<file path="config.mk">
export PLATFORM = sky130hd
export DESIGN_NAME = imem_load_ctrl
export DESIGN_NICKNAME = d
export VERILOG_FILES = /design/src/rtl/riscv_pkg.sv /design/src/rtl/imem_word_packer.sv /design/src/rtl/imem_load_ctrl.sv
export SDC_FILE = /design/constraint.sdc
export NUM_CORES = 1
export LEC_CHECK = 0
export CAP_MARGIN = 20
export CORE_AREA = 4 4 117 119
export DETAILED_ROUTE_END_ITERATION = 12
export DIE_AREA = 0 0 121 123
export PLACE_DENSITY = 0.82
export REMOVE_ABC_BUFFERS = 1
export SYNTH_ARGS = -nofsm -noshare
export SYNTH_HDL_FRONTEND = slang
export SYNTH_SLANG_ARGS = --single-unit
</file>
<file path="constraint.sdc">
create_clock -name clk -period 3.4 [get_ports clk]
set_clock_uncertainty 0.15 [all_clocks]
set_input_delay 0.68 -clock clk [delete_from_list [all_inputs] [get_ports clk]]
set_output_delay 0.68 -clock clk [all_outputs]
set_load 0.01 [all_outputs]
</file>
<file path="src/rtl/riscv_pkg.sv">
// Shared constants and FSM state type for the instruction-memory loader.
// Defining IMEM_LOAD_CLEAR_EN adds the CLEAR state (NOP fill before each load).
package riscv_pkg;
  localparam int unsigned IMEM_DEPTH = 256;
  localparam logic [31:0] NOP_INST   = 32'h0000_0013;
  localparam int unsigned BYTE_W     = 8;
  localparam int unsigned WORD_W     = 32;

  typedef enum logic [1:0] {
    ST_IDLE  = 2'd0,
    ST_LOAD  = 2'd1,
    ST_RUN   = 2'd2
`ifdef IMEM_LOAD_CLEAR_EN
    , ST_CLEAR = 2'd3
`endif
  } state_e;
endpackage

</file>
<file path="src/rtl/imem_word_packer.sv">
// Little-endian byte-to-word assembler: four accepted bytes produce one
// registered word with a single-cycle word_valid pulse.
module imem_word_packer
  import riscv_pkg::*;
(
  input  logic              clk,
  input  logic              rst_n,
  input  logic              i_clr,
  input  logic              i_byte_valid,
  input  logic [BYTE_W-1:0] i_byte,
  output logic [1:0]        o_byte_cnt,
  output logic              o_word_valid,
  output logic [WORD_W-1:0] o_word
);
  logic [1:0]        r_cnt;
  logic [WORD_W-1:0] r_shift;
  logic [WORD_W-1:0] r_word;
  logic              r_word_valid;
  logic [WORD_W-1:0] w_shift_nxt;

  // New bytes enter at the top so the first byte ends up in [7:0].
  assign w_shift_nxt = {i_byte, r_shift[WORD_W-1:BYTE_W]};

  always_ff @(posedge clk or negedge rst_n) begin
    if (!rst_n) begin
      r_cnt        <= 2'd0;
      r_shift      <= '0;
      r_word       <= '0;
      r_word_valid <= 1'b0;
    end else begin
      r_word_valid <= 1'b0;
      if (i_clr) begin
        r_cnt   <= 2'd0;
        r_shift <= '0;
      end else if (i_byte_valid) begin
        r_shift <= w_shift_nxt;
        r_cnt   <= r_cnt + 2'd1;
        if (r_cnt == 2'd3) begin
          r_word       <= w_shift_nxt;
          r_word_valid <= 1'b1;
        end
      end
    end
  end

  assign o_byte_cnt   = r_cnt;
  assign o_word_valid = r_word_valid;
  assign o_word       = r_word;
endmodule

</file>
<file path="src/rtl/imem_load_ctrl.sv">
// Instruction-memory load controller: streams loader bytes into the memory,
// then serves core fetches. Optional NOP pre-fill under IMEM_LOAD_CLEAR_EN.
module imem_load_ctrl #(
  parameter int unsigned IMEM_DEPTH = riscv_pkg::IMEM_DEPTH,
  parameter logic [31:0] NOP_INST   = riscv_pkg::NOP_INST
) (
  input  logic        clk,
  input  logic        rst_n,
  input  logic        load_start,
  input  logic [8:0]  load_len,
  input  logic        ld_valid,
  input  logic [7:0]  ld_data,
  output logic        ld_ready,
  output logic        mem_we,
  output logic [7:0]  mem_addr,
  output logic [31:0] mem_wdata,
  input  logic [31:0] mem_rdata,
  input  logic        fetch_req,
  input  logic [31:0] fetch_addr,
  output logic [31:0] fetch_inst,
  output logic        fetch_valid,
  output logic        fetch_err,
  output logic        core_stall,
  output logic        busy
);
  import riscv_pkg::state_e;
  import riscv_pkg::ST_IDLE;
  import riscv_pkg::ST_LOAD;
  import riscv_pkg::ST_RUN;
`ifdef IMEM_LOAD_CLEAR_EN
  import riscv_pkg::ST_CLEAR;
`endif

  localparam int unsigned LEN_W       = 9;
  localparam logic [LEN_W-1:0] DEPTH_LEN   = LEN_W'(IMEM_DEPTH);
  localparam logic [31:0]      FETCH_LIMIT = 32'(4 * IMEM_DEPTH);

  state_e           r_state;
  logic             r_stall;
  logic             r_ld_ready;
  logic             r_mem_we;
  logic [7:0]       r_mem_addr;
  logic [31:0]      r_mem_wdata;
  logic [31:0]      r_fetch_inst;
  logic             r_fetch_valid;
  logic             r_fetch_err;
  logic             r_last;
  logic [LEN_W-1:0] r_len;
  logic [LEN_W-1:0] r_word_cnt;
`ifdef IMEM_LOAD_CLEAR_EN
  logic [LEN_W-1:0] r_clr_idx;
`endif

  logic        w_start;
  logic        w_accept;
  logic        w_final_byte;
  logic        w_fetch_run;
  logic        w_fetch_bad;
  logic [1:0]  w_pk_cnt;
  logic        w_word_valid;
  logic [31:0] w_word;

  assign w_start     = load_start & ((r_state == ST_IDLE) | (r_state == ST_RUN));
  assign w_accept    = ld_valid & r_ld_ready;
  assign w_fetch_run = fetch_req & (r_state == ST_RUN);
  assign w_fetch_bad = (fetch_addr[1:0] != 2'b00) | (fetch_addr >= FETCH_LIMIT);
  // Drop ready on the very byte that completes the last word, so no extra byte slips in.
  assign w_final_byte = w_accept & (w_pk_cnt == 2'd3) & (r_word_cnt == (r_len - 9'd1));

  imem_word_packer u_packer (
    .clk          (clk),
    .rst_n        (rst_n),
    .i_clr        (w_start),
    .i_byte_valid (w_accept),
    .i_byte       (ld_data),
    .o_byte_cnt   (w_pk_cnt),
    .o_word_valid (w_word_valid),
    .o_word       (w_word)
  );

  always_ff @(posedge clk or negedge rst_n) begin
    if (!rst_n) begin
      r_state       <= ST_IDLE;
      r_stall       <= 1'b1;
      r_ld_ready    <= 1'b0;
      r_mem_we      <= 1'b0;
      r_mem_addr    <= 8'd0;
      r_mem_wdata   <= 32'd0;
      r_fetch_inst  <= NOP_INST;
      r_fetch_valid <= 1'b0;
      r_fetch_err   <= 1'b0;
      r_last        <= 1'b0;
      r_len         <= '0;
      r_word_cnt    <= '0;
`ifdef IMEM_LOAD_CLEAR_EN
      r_clr_idx     <= '0;
`endif
    end else begin
      r_mem_we      <= 1'b0;
      r_fetch_valid <= 1'b0;
      r_fetch_err   <= 1'b0;
      case (r_state)
        ST_IDLE, ST_RUN: begin
          if (w_fetch_run) begin
            r_fetch_valid <= 1'b1;
            r_fetch_err   <= w_fetch_bad;
            r_fetch_inst  <= w_fetch_bad ? NOP_INST : mem_rdata;
          end
          if (load_start) begin
            r_len      <= (load_len > DEPTH_LEN) ? DEPTH_LEN : load_len;
            r_word_cnt <= '0;
            r_last     <= 1'b0;
            if (load_len == 9'd0) begin
              r_state <= ST_RUN;
              r_stall <= 1'b0;
            end else begin
              r_stall <= 1'b1;
`ifdef IMEM_LOAD_CLEAR_EN
              r_state   <= ST_CLEAR;
              r_clr_idx <= '0;
`else
              r_state    <= ST_LOAD;
              r_ld_ready <= 1'b1;
`endif
            end
          end
        end
        ST_LOAD: begin
          if (w_final_byte) begin
            r_ld_ready <= 1'b0;
          end
          if (w_word_valid) begin
            r_mem_we    <= 1'b1;
            r_mem_addr  <= r_word_cnt[7:0];
            r_mem_wdata <= w_word;
            r_word_cnt  <= r_word_cnt + 9'd1;
            r_last      <= (r_word_cnt == (r_len - 9'd1));
          end
          // Leave LOAD the cycle after the final write strobe.
          if (r_last) begin
            r_state <= ST_RUN;
            r_stall <= 1'b0;
            r_last  <= 1'b0;
          end
        end
`ifdef IMEM_LOAD_CLEAR_EN
        ST_CLEAR: begin
          r_mem_we    <= 1'b1;
          r_mem_addr  <= r_clr_idx[7:0];
          r_mem_wdata <= NOP_INST;
          r_clr_idx   <= r_clr_idx + 9'd1;
          if (r_clr_idx == (DEPTH_LEN - 9'd1)) begin
            r_state    <= ST_LOAD;
            r_ld_ready <= 1'b1;
          end
        end
`endif
        default: begin
          r_state <= ST_IDLE;
          r_stall <= 1'b1;
        end
      endcase
    end
  end

  // The memory read is combinational, so a RUN fetch steers the shared address directly.
  assign mem_addr    = w_fetch_run ? fetch_addr[9:2] : r_mem_addr;
  assign mem_we      = r_mem_we;
  assign mem_wdata   = r_mem_wdata;
  assign ld_ready    = r_ld_ready;
  assign fetch_inst  = r_fetch_inst;
  assign fetch_valid = r_fetch_valid;
  assign fetch_err   = r_fetch_err;
  assign core_stall  = r_stall;
  assign busy        = r_stall;
endmodule
</file>
==> metrics <==
status=completed; mux share of post-synthesis cell area=just under 6%; final setup vio count=0; sequential share of the synthesized area=59.4%; pwr dens=roughly 670 nW/µm²; Longest Clk Path Bufs=2; chip width=approximately 120 µm; Inserted Clock Buffers=17; Yosys cell types=between 40 and 50; vias after detailed routing=5492; crit path max fanout=41; post-synth top area cell=dfrtp_1; Post-Synth Adder-Cell Area=0.567%; # H-tree levels=4; Seq cells post-synth=157; Detailed Place HPWL=between 10 and 15 mm; router iterations before antenna repair=5; Fillers=approximately 900; average routed wire per standard cell=between 15 and 20 µm; period utilisation layout=between 90% and 100%; largest net degree at the start of global routing=about 100; Critical Path Sink Type=primary output; Post-Synth Simple-Gate Area=about a quarter; nets@finish=roughly 940; hold-fix buffers at CTS=0; Seq pwr share=between 40% and 50%; CTS tree=yes; xor/xnor cell area share of the yosys netlist=under 10%; Resized Gates After CTS=0; Clock Tree Root=clkbuf_16; Worst Tran Pin Value=around 0.9 ns; Hold Crit Class=input port to asynchronous set/reset pin; layout cells sized above 1=roughly 6.5%; fmax=between 300 and 400 MHz; internal power=between 4 and 5 mW; switch share=30.0%; fin crit period=roughly 3.3 ns; IO Pins=about 160; buffer count from post-CTS setup fixing=0; count of clock tree sinks=around 160; Die Span Y=approximately 120 µm; critical path class=input port to primary output; Clock power frac=30.4%; Post-DP Area=8420 µm²; num rows=slightly above 40; core area=~13000 µm²; crit path DAT=2.42 ns; DRT iter0 DRCs=380; Hold Fails Final Rpt=0; top cells by area, synth=dfrtp_1 (58%), nand2_1 (16%), mux2_1 (5.1%); Worst Slack Setup Final=approximately 0.15 ns; FFs w/ async S/R, synth=between 90% and 100%; critical path launch point type=input port; Compound-Gate Fraction of Synth Area=4.88%; CP required=2.57 ns; grt ovf=0; number of diodes=0; final core utilization=71.5%; drt drc=0; Leak=between 4 and 5 nW; gpl congestion=~0.87; Starting Density=52.7%; first-pass GRT wire length=27.3 mm; Avg Inst Size Synth=about 9.5 µm²; Net Sw Power=1.80 mW; final instance area=around 9000 µm²; Final Routed Wirelength=between 15 and 20 mm; die area=around 15000 µm²; antenna violations before repair=0; Post-Synthesis Cells=between 600 and 700; most frequent cells in the layout=nand2_1 (280), clkdlybuf4s50_1 (162), dfrtp_1 (153), nand3_1 (33), mux2_1 (30); Post-synth top flop=dfrtp_1; drt via density=5.31; Clock transition at path regs=roughly 0.06 ns; GR Util All Layers=23.4%; Mapped Area=around 6600 µm²; RSZ-0062 raised after global routing=no; Area Overhead vs Synth=35.8%; yosys warns=0; most common cell after layout, fill and taps aside=nand2_1; Placement Setup Slack=~0.15 ns; Logic pwr share=between 20 and 30%; clk_lat worst skew=approximately 0.42 ns; Max Cap Viol=0; vias in the first global route=between 5000 and 6000; largest family of logic cells by synthesized area=simple AND/OR/NAND/NOR gates; Synth top area share=57.8%; peak supply drop=between 0.4 and 0.5 mV; Max-Slew Margin vs Limit=between 40% and 50%; Routed Antenna Nets=0; number of enable flip-flop cells after synthesis=0; Port Buffers=163; fin. max-slew vios=0
[cells by family after synthesis]
family,Yosys count
compound gates,56
xor+xnor,15
fa+ha+maj,3
buf+inv,45
flops,157
mux,34
simple gates,384
[cell type report]
type / instances / area (µm²) / area share (%)
sequential: 157 / 3930 / 43.8
clock inverter: 10 / 116 / 1.29
clock buffer: 22 / 454 / 5.05
inverter: 6 / 22.5 / 0.251
multi-input combinational: 492 / 2510 / 27.9
timing repair buffer: 175 / 1740 / 19.3
tap: 172 / 215 / 2.39
[worst max-delay path, cell delays in order]
cell and delay (ns):
clkdlybuf4s50_1 0.41, nand2_1 0.07, or2_1 0.14, buf_4 0.37
nand2_1 0.12, nand2_1 0.09, clkdlybuf4s50_1 0.54
[per-layer routing]
metal	part of all wire (%)	global-route usage, %	vias up
met1	41	29.3	2668
met5	0	0	-
met2	50	39.7	230
li1	-	-	2572
met3	7.5	6.22	22
met4	1.3	7.72	0
[synthesized netlist by cell type, drive strengths merged, types with 3 or more instances]
cell      n
buf       8
dfrtp   153
nor2     24
mux2     33
nand4     6
a31oi     3
ha        3
nand2b    6
nand2   280
nand3b    9
xor2      7
clkbuf   31
nor3b     3
nor3      5
nand3    33
inv       6
a21oi    28
xnor2     8
nor4      9
a21o      3
dfstp     4
o21ai    12
o31ai     3
nor2b     5
[power by group through the flow]
| stage | clock [mW] | combinational [mW] | sequential, mW |
|---|---|---|---|
| 2_1_floorplan | 0 | 0.764 | 2.64 |
| 3_3_place_gp | 0 | 1.47 | 2.63 |
| 3_5_place_dp | 0 | 1.52 | 2.66 |
| 4_1_cts | 1.85 | 1.54 | 2.64 |
| 5_1_grt | 1.94 | 1.68 | 2.69 |
| 6_report | 1.82 | 1.52 | 2.64 |
[state kept, by name, summed over array words and instances, names as in the netlist]
signal / count
busy: 1
fetch_err: 1
fetch_inst: 32
fetch_valid: 1
ld_ready: 1
mem_wdata: 32
mem_we: 1
r_last: 1
r_len: 9
r_mem_addr: 8
r_state: 2
r_word_cnt: 9
u_packer.o_byte_cnt: 2
u_packer.o_word: 32
u_packer.o_word_valid: 1
u_packer.r_shift: 24
[metrics by stage]
step / hold slack (ns) / TNS (ns) / total power [mW] / instances
after floorplan: 0.234 / -0.986 / 3.41 / 655
after global placement: 0.291 / 0 / 4.10 / 1002
after detailed placement: 0.300 / 0 / 4.18 / 1002
after CTS: 0.237 / 0 / 6.03 / 1034
after global routing: 0.263 / 0 / 6.31 / 1034
final: 0.187 / 0 / 5.98 / 1034
[worst paths after layout]
check                              startpoint             endpoint  slack (ns)  cells past startpoint
max in group asynchronous               rst_n        fetch_inst[4]        2.08                      2
min reg2reg                u_packer.o_word[2]         mem_wdata[2]        0.31                      2
min in group clk           u_packer.o_word[2]         mem_wdata[2]        0.31                      2
max                                 fetch_req          mem_addr[4]        0.15                      7
max reg2reg                        r_state[0]        r_word_cnt[7]        1.16                      7
min                                     rst_n  u_packer.o_word[24]        0.19                      1
Note: power is estimated with default switching activity, not from simulation.
